==> src/rtl/arf_sched.sv <==
// Two-stage fixed-point combiner. One shared multiplier runs N_TAP MAC products and then four mixing products.
// Define ARF_SCHED_SAT_EN to saturate every product reduction and every addition; otherwise they wrap.
module arf_sched #(
  parameter int W     = 16,
  parameter int N_TAP = 8,
  parameter int FRAC  = 8
) (
  input  logic                   clk,
  input  logic                   rst_n,
  input  logic                   in_valid,
  output logic                   in_ready,
  input  logic [N_TAP*W-1:0]     in_x,
  input  logic [(N_TAP+4)*W-1:0] in_c,
  input  logic [2*W-1:0]         in_s,
  output logic                   out_valid,
  input  logic                   out_ready,
  output logic [W-1:0]           out_0,
  output logic [W-1:0]           out_1,
  output logic                   busy
);

  localparam int IW = (N_TAP > 2) ? $clog2(N_TAP) : 1;
  localparam int CW = (IW < 2) ? 2 : IW;

  typedef enum logic [1:0] {IDLE, MAC, FIN, OUTS} state_t;

  state_t                state_q, state_d;
  logic [CW-1:0]         cnt_q, cnt_d;
  logic signed [W-1:0]   x_q [N_TAP];
  logic signed [W-1:0]   c_q [N_TAP];
  logic signed [W-1:0]   cf_q [4];
  logic signed [W-1:0]   s0_q, s1_q;
  logic signed [W-1:0]   y0_q, y1_q, acc0_q, acc1_q, out0_q, out1_q;
  logic signed [W-1:0]   op_a, op_b, prod_w;
  logic signed [2*W-1:0] prod_full;

`ifdef ARF_SCHED_SAT_EN
  localparam logic signed [W-1:0]   MAX_W = {1'b0, {(W-1){1'b1}}};
  localparam logic signed [W-1:0]   MIN_W = {1'b1, {(W-1){1'b0}}};
  localparam logic signed [2*W-1:0] MAX_L = (2*W)'(MAX_W);
  localparam logic signed [2*W-1:0] MIN_L = (2*W)'(MIN_W);
`endif

  function automatic logic signed [W-1:0] reduce_p(input logic signed [2*W-1:0] v);
`ifdef ARF_SCHED_SAT_EN
    if (v > MAX_L) return MAX_W;
    if (v < MIN_L) return MIN_W;
`endif
    return W'(v);
  endfunction

  function automatic logic signed [W-1:0] add_w(input logic signed [W-1:0] a,
                                                input logic signed [W-1:0] b);
`ifdef ARF_SCHED_SAT_EN
    logic signed [W:0] s;
    s = {a[W-1], a} + {b[W-1], b};
    if (s[W] != s[W-1]) return s[W] ? MIN_W : MAX_W;
    return s[W-1:0];
`else
    return a + b;
`endif
  endfunction

  always_comb begin
    state_d   = state_q;
    cnt_d     = cnt_q;
    in_ready  = (state_q == IDLE);
    busy      = (state_q != IDLE);
    out_valid = (state_q == OUTS);
    case (state_q)
      IDLE: if (in_valid) begin
        state_d = MAC;
        cnt_d   = '0;
      end
      MAC: begin
        cnt_d = cnt_q + CW'(1);
        if (cnt_q == CW'(N_TAP - 1)) begin
          state_d = FIN;
          cnt_d   = '0;
        end
      end
      FIN: begin
        cnt_d = cnt_q + CW'(1);
        if (cnt_q[1:0] == 2'd3) state_d = OUTS;
      end
      OUTS: if (out_ready) state_d = IDLE;
      default: state_d = IDLE;
    endcase
  end

  always_ff @(posedge clk) begin
    if (!rst_n) begin
      state_q <= IDLE;
      cnt_q   <= '0;
    end else begin
      state_q <= state_d;
      cnt_q   <= cnt_d;
    end
  end

  always_ff @(posedge clk) begin
    if (state_q == IDLE && in_valid) begin
      for (int k = 0; k < N_TAP; k++) begin
        x_q[k] <= in_x[k*W +: W];
        c_q[k] <= in_c[k*W +: W];
      end
      for (int k = 0; k < 4; k++) cf_q[k] <= in_c[(N_TAP+k)*W +: W];
      s0_q <= in_s[W-1:0];
      s1_q <= in_s[2*W-1:W];
    end
  end

  // Shared multiplier: taps during MAC, then ca/cb/cc/cd against y0/y1 during FIN.
  always_comb begin
    op_a = cf_q[cnt_q[1:0]];
    op_b = cnt_q[0] ? y1_q : y0_q;
    if (state_q == MAC) begin
      op_a = c_q[cnt_q[IW-1:0]];
      op_b = x_q[cnt_q[IW-1:0]];
    end
    prod_full = (2*W)'(op_a) * (2*W)'(op_b);
    prod_w    = reduce_p(prod_full >>> FRAC);
  end

  always_ff @(posedge clk) begin
    if (!rst_n) begin
      y0_q   <= '0;
      y1_q   <= '0;
      acc0_q <= '0;
      acc1_q <= '0;
      out0_q <= '0;
      out1_q <= '0;
    end else begin
      case (state_q)
        IDLE: if (in_valid) begin
          y0_q <= '0;
          y1_q <= '0;
        end
        MAC: begin
          if (cnt_q < CW'(N_TAP / 2)) y0_q <= add_w(y0_q, prod_w);
          else                         y1_q <= add_w(y1_q, prod_w);
        end
        FIN: begin
          case (cnt_q[1:0])
            2'd0: acc0_q <= prod_w;
            2'd1: acc0_q <= add_w(add_w(acc0_q, prod_w), s0_q);
            2'd2: acc1_q <= prod_w;
            default: begin
              out0_q <= acc0_q;
              out1_q <= add_w(add_w(acc1_q, prod_w), s1_q);
            end
          endcase
        end
        default: ;
      endcase
    end
  end

  assign out_0 = out0_q;
  assign out_1 = out1_q;

endmodule

==> config.mk <==
export PLATFORM = sky130hd
export DESIGN_NAME = arf_sched
export DESIGN_NICKNAME = d
export VERILOG_FILES = /design/src/rtl/arf_sched.sv
export SDC_FILE = /design/constraint.sdc
export NUM_CORES = 1
export LEC_CHECK = 0
export ABC_AREA = 1
export CAP_MARGIN = 20
export CORE_ASPECT_RATIO = 1.5
export CORE_MARGIN = 2
export CORE_UTILIZATION = 45
export CTS_CLUSTER_DIAMETER = 50
export DETAILED_ROUTE_END_ITERATION = 10
export GPL_TIMING_DRIVEN = 0
export PLACE_DENSITY = 0.76
export SLEW_MARGIN = 25
export SYNTH_ARGS = -nofsm -noshare
export SYNTH_HDL_FRONTEND = slang
export SYNTH_SLANG_ARGS = --single-unit
export TNS_END_PERCENT = 10
==> constraint.sdc <==
create_clock -name clk -period 13.56 [get_ports clk]
set_input_delay 4.068 -clock clk [delete_from_list [all_inputs] [get_ports clk]]
set_output_delay 4.068 -clock clk [all_outputs]
set_load 0.05 [all_outputs]
======== After elaboration in Yosys (flattened, before gate mapping) ========
Memory sizes are Yosys's and may differ from the RTL's. A register that Yosys moved wholly into a read port is not among the register bits.
Cells that the tools add are included.
storage, ports and cells
  bits in registers ....................... 133
  bits in writable memories ............... 320
  input bits .............................. 356
  output and inout port bits .............. 35
  word-level logic and storage cells ...... 76
  memories kept ........................... 3
operators by class
  add/sub/neg operators ................... 7
  multiply operators ...................... 1
  $lt $le $gt $ge ......................... 1
  equality and inequality tests ........... 13
  muxes and demuxes ....................... 25
  bitwise operators ....................... 1
  reduce and logical (&&, ||, !) cells .... 15
memories
  name  depth  width  read ports  clocked after Yosys merged registers in  write ports  RTL line  source
  c_q   8      16     1           1                                        8            30        logic signed [W-1:0] c_q [N_TAP];
  x_q   8      16     1           1                                        8            29        logic signed [W-1:0] x_q [N_TAP];
  cf_q  4      16     1           1                                        4            31        logic signed [W-1:0] cf_q [4];
operator list
  kind                                                   number
  adder 16 bit                                           6
  2-to-1 mux 16 bit                                      6
  case mux 16 bit (2 select lines)                       3
  multiplier 16 x 16 -> 24 bit                           1
  2-to-1 mux 3 bit                                       6
  2-to-1 mux 2 bit                                       6
  case mux 3 bit (3 select lines)                        1
  equality test 2 bit, second input constant             4
  inequality test 2 bit, second input constant           4
  case mux 2 bit (4 select lines)                        1
  AND reduction 2 bit                                    4
  AND reduction 3 bit                                    2
  nonzero test 2 bit                                     3
  equality test 2 x 1 -> 1 bit, second input constant    2
  zero test 2 bit                                        2
  inequality test 2 x 1 -> 1 bit, second input constant  2
  AND reduction 4 bit                                    1
  adder 3 x 1 -> 3 bit, second input constant            1
  equality test 3 bit, second input constant             1
  < comparator 3 bit, second input constant              1
  nonzero test 3 bit                                     1
  OR reduction 3 bit                                     1
  2-to-1 mux 1 bit                                       2
  logical AND 1 bit                                      1
  inverter 1 bit                                         1

======== Depth between registers and ports, before layout ========
  word-level depth ........................ 6
  mapped depth ............................ 50
  mapped depth without buffers ............ 46

======== Worst setup path before layout ========
No wires, ideal clock.
  path type ............................... input to register
  from .................................... input in_valid
  to ...................................... register y1_q[10]
  library setup time ...................... 132 ps
  arrival ................................. 13056 ps
  data required time ...................... 13428 ps
  setup slack ............................. 372 ps
  stages .................................. 6
  path buffers ............................ 1
  cell sequence ........................... nand2_1 -> inv_1 -> a21oi_1 -> clkbuf_1 -> nand2_1 -> a21oi_1
on the way
  word-level cells in the longest chain between the ends .. 2
ends and longest elaborated chain
  what                                    RTL line  source
  start, declared                         10        input logic in_valid,
  inequality test 2 bit (no source line)  --
  AND reduction 3 bit (no source line)    --
  end signal, assigned                    141       else y1_q <= add_w(y1_q, prod_w);
  end, declared                           33        logic signed [W-1:0] y0_q, y1_q, acc0_q, acc1_q, out0_q, out1_q;
Every way passes these cells.
A chain may end at the register's enable or synchronous reset.

======== Worst setup path in the final report ========
  from .................................... register state_q[1]
  to ...................................... register out1_q[15] (netlist: out_1[15])
on the way
  word-level cells in the longest chain between the ends .. 5
  elaborated cells on any way between the ends .. 8
  those cells by class .................... add/sub (2); mul (1); eq/ne (2); mux (2); reduce/logical (1)
ends and longest elaborated chain
  what                              RTL line  source
  start, declared                   27        state_t state_q, state_d;
  start signal, assigned            96        state_q <= state_d;
  equality test 2 x 1 -> 1 bit (*)  117       if (state_q == MAC) begin
  2-to-1 mux 16 bit                 117
  multiplier 16 x 16 -> 24 bit (*)  121       prod_full = (2*W)'(op_a) * (2*W)'(op_b);
  net prod_full[9]                  35        logic signed [2*W-1:0] prod_full;
  adder 16 bit (*) (2 in series)    60        return a + b;
  end signal, assigned              150       out1_q <= add_w(add_w(acc1_q, prod_w), s1_q);
  end, declared                     33
The timed path passes the listed nets; every way through them passes the cells marked *.

==> flow_summary.json <==
{
  "synth_ff_type": "edfxtp_1",
  "chipWidth_um": 212.5,
  "place.gp.congestion": 0.9226,
  "vias_per_cell": 5.266,
  "clkSlewWorstSetupHoldPaths_ns": 0.06,
  "syn_inst": 3133,
  "grt_overflow_total": 0,
  "fin_nets": 4289,
  "hold_buffers": 0,
  "synth_seq_cells": 456,
  "ioPinCount": 391,
  "clock_skew_ns": 0.04159,
  "critical_path.max_stage_delay_ns": 0.83,
  "ys_types": 56,
  "rsz0062_at_grt": "false",
  "worstSetupEndpointType": "flip-flop",
  "worstSkewPairLatency_ns": 0.61,
  "grt_start_max_net_pins": 92,
  "async_flop_share_pct": 0,
  "drt-pass1-iter-count": 6,
  "grt_usage_pct": 26.14,
  "cts.htree.levels": 2,
  "clock_path_buffers": 3,
  "synth_top_family_by_area": "adder cells",
  "syn_avg_cell_area_sq_um": 9.366,
  "io_buffers": 389,
  "synthTopCellsByCount": "inv_1, nand2_1, edfxtp_1, nor2_1",
  "drc_errors": 0,
  "critPathLaunch": "state_q[1]$_SDFFE_PN0P_",
  "critPathSlowestCell": "o21ai_1",
  "cts_setup_buffers": 0,
  "final-setup-viol-count": 0,
  "via_count": 23640,
  "synth-edff-count": 352,
  "ant_nets": 0,
  "status": "completed",
  "hp-start": "acc0_q[1]$_SDFFE_PN0P_",
  "die_h_um": 316.8,
  "cts-buffers-inserted": 47,
  "routedWlPerCell_um": 19.44,
  "syn2layout_area_growth_pct": 22.54,
  "antenna_found_initial": 10,
  "cts_sinks": 456,
  "synth_fa_ha_area_share_pct": 20.89,
  "slew_viol_final": 0,
  "fmax_ghz": 0.08373,
  "synth_xor_area_share_pct": 1.718,
  "regToRegSetupSlack_ns": 1.62,
  "cts_tree": "built",
  "synthesis.nets": 3847,
  "yosys.area_share.simple_pct": 14.65,
  "max_slew_margin_pct": 29.93,
  "synth.most_common_cell": "inv_1",
  "cp_max_fo": 10,
  "worstPathRequired_ns": 14.11,
  "fillCellCount": 5726,
  "grt_first_pass_wirelength_um": 133200,
  "yosys-top-cells-area": "edfxtp_1, fa_1, inv_1",
  "r2r_cells": 46,
  "maxCapViolCount": 0,
  "syn_area_sq_mm": 0.02934,
  "synth.largest_area_cell": "edfxtp_1",
  "crit_family": "adder cells",
  "synth-compound-area-share_pct": 9.905,
  "cp.depth": 46,
  "synth-seq-area-share_pct": 43.12,
  "dieArea_sq_mm": 0.06731,
  "grt_pass1_vias": 24540,
  "critPathKind": "reg2reg",
  "muxShareOfSynthArea_pct": 0,
  "cpMostUsedCell": "inv_1",
  "post-route-period-util_pct": 88.08,
  "yosys_warnings": 0,
  "drive_gt1_share_pct": 5.571,
  "min_period_ns": 11.94,
  "r2r_start": "state_q[1]$_SDFFE_PN0P_",
  "coreArea_sq_mm": 0.06447,
  "cp-start-kind": "flip-flop",
  "crit_arrival_ns": 12.50,
  "cts.repair.resized": 0,
  "tightest_slew_ns": 1.044,
  "setup-tns-final_ns": 0,
  "drtIter0Drc": 1715,
  "cp_num_buf_inv": 15,
  "hold_violations": 0,
  "cts_root_buffer": "clkbuf_16",
  "netlist.area_leader.share_pct": 36.02,
  "fp-row-count": 114,
  "dp_hpwl_um": 67800,
  "wirelength_um": 87280,
  "initial_core_util_pct": 45.52,
  "holdPathStages": 2,
  "hold_class": "reg2reg"
}
through the flow:
stage | instance area (sq um) | setup WS, ns | hold WS (ns) | std cells | util [%]
floorplan | 29340 | 0.3720 | 0.4453 | 3133 | -
detailed placement | 34450 | 1.827 | 0.4585 | 4396 | 53.44
global route | 35960 | 1.096 | 0.4842 | 4489 | 55.78
finish | 35960 | 1.617 | 0.4700 | 4489 | 55.78
CTS | 35930 | 1.797 | 0.4685 | 4478 | 55.73
global placement | 34330 | -4.255 | 0.4534 | 4392 | 53.24
worst min-delay path, delay by kind of cell, from the launching register on:
kind,cells,cell delay [ns]
AND/OR/NAND/NOR,1,0.06
AO/OA/AOI/OAI,1,0.06
flip-flops,1,0.31
state kept, by name (all words and copies together), names as in the netlist, named ones only:
signal and cells:
s0_q 16, acc1_q 16, cnt_q 3, acc0_q 16, y1_q 16, y0_q 16
x_q 128, cf_q 64, out_1 16, s1_q 16, c_q 128, out_0 16
state_q 2
logic make-up after synthesis:
logic type,count (synthesis)
xor gates and xnor gates,49
buffers and inverters,703
DFF,456
adders and majority gates,358
and+or+nand+nor,1051
AOI/OAI and AO/OA,516
layer usage:
metal	vias up	wire length (um)	GRT usage (%)
met1	11300	30090	28.61
li1	10960	-	-
met4	0	5462	15.70
met3	277	6186	3.851
met2	1097	45530	47.68
met5	-	0	0
path summary, 6_finish.rpt:
| check | end |
|---|---|
| max reg2reg | out_1[15]$_SDFFE_PN0P_ |
| max | out_1[15]$_SDFFE_PN0P_ |
| min | acc0_q[1]$_SDFFE_PN0P_ |
| min reg2reg | acc0_q[1]$_SDFFE_PN0P_ |
final cells by class:
cell class                 count  area [sq um]  share of cell area, %
antenna                       11         27.53                0.07655
sequential                   456         12650                  35.18
clock buffer                  58          1291                  3.591
inverter                     577          2181                  6.065
clock inverter                24         183.9                 0.5115
timing repair buffer         393          4004                  11.13
tap                          870          1089                  3.027
buffer                       126         678.2                  1.886
multi-input combinational   1974         13850                  38.52
placed cells by master, fill, tap and decap left out, types with 13 or more instances in the layout:
| cell type | n |
|---|---|
| inv_1 | 560 |
| o21ai_0 | 220 |
| nand2_2 | 20 |
| ha_1 | 138 |
| buf_2 | 32 |
| clkdlybuf4s50_1 | 389 |
| nor2_1 | 300 |
| o221ai_1 | 16 |
| clkinv_1 | 13 |
| o21bai_1 | 16 |
| o211ai_1 | 20 |
| a21oi_1 | 145 |
| nand3_1 | 122 |
| nor3_1 | 15 |
| nand2_1 | 559 |
| dfxtp_1 | 104 |
| fa_1 | 220 |
| edfxtp_1 | 352 |
| o22ai_1 | 14 |
| o21ai_1 | 45 |
| clkbuf_16 | 50 |
| clkbuf_1 | 73 |
| xor2_1 | 25 |
| xnor2_1 | 13 |
| buf_6 | 13 |
Power is not shown: default switching activity piles up to over one toggle a cycle in this logic, so the estimate is an artifact.
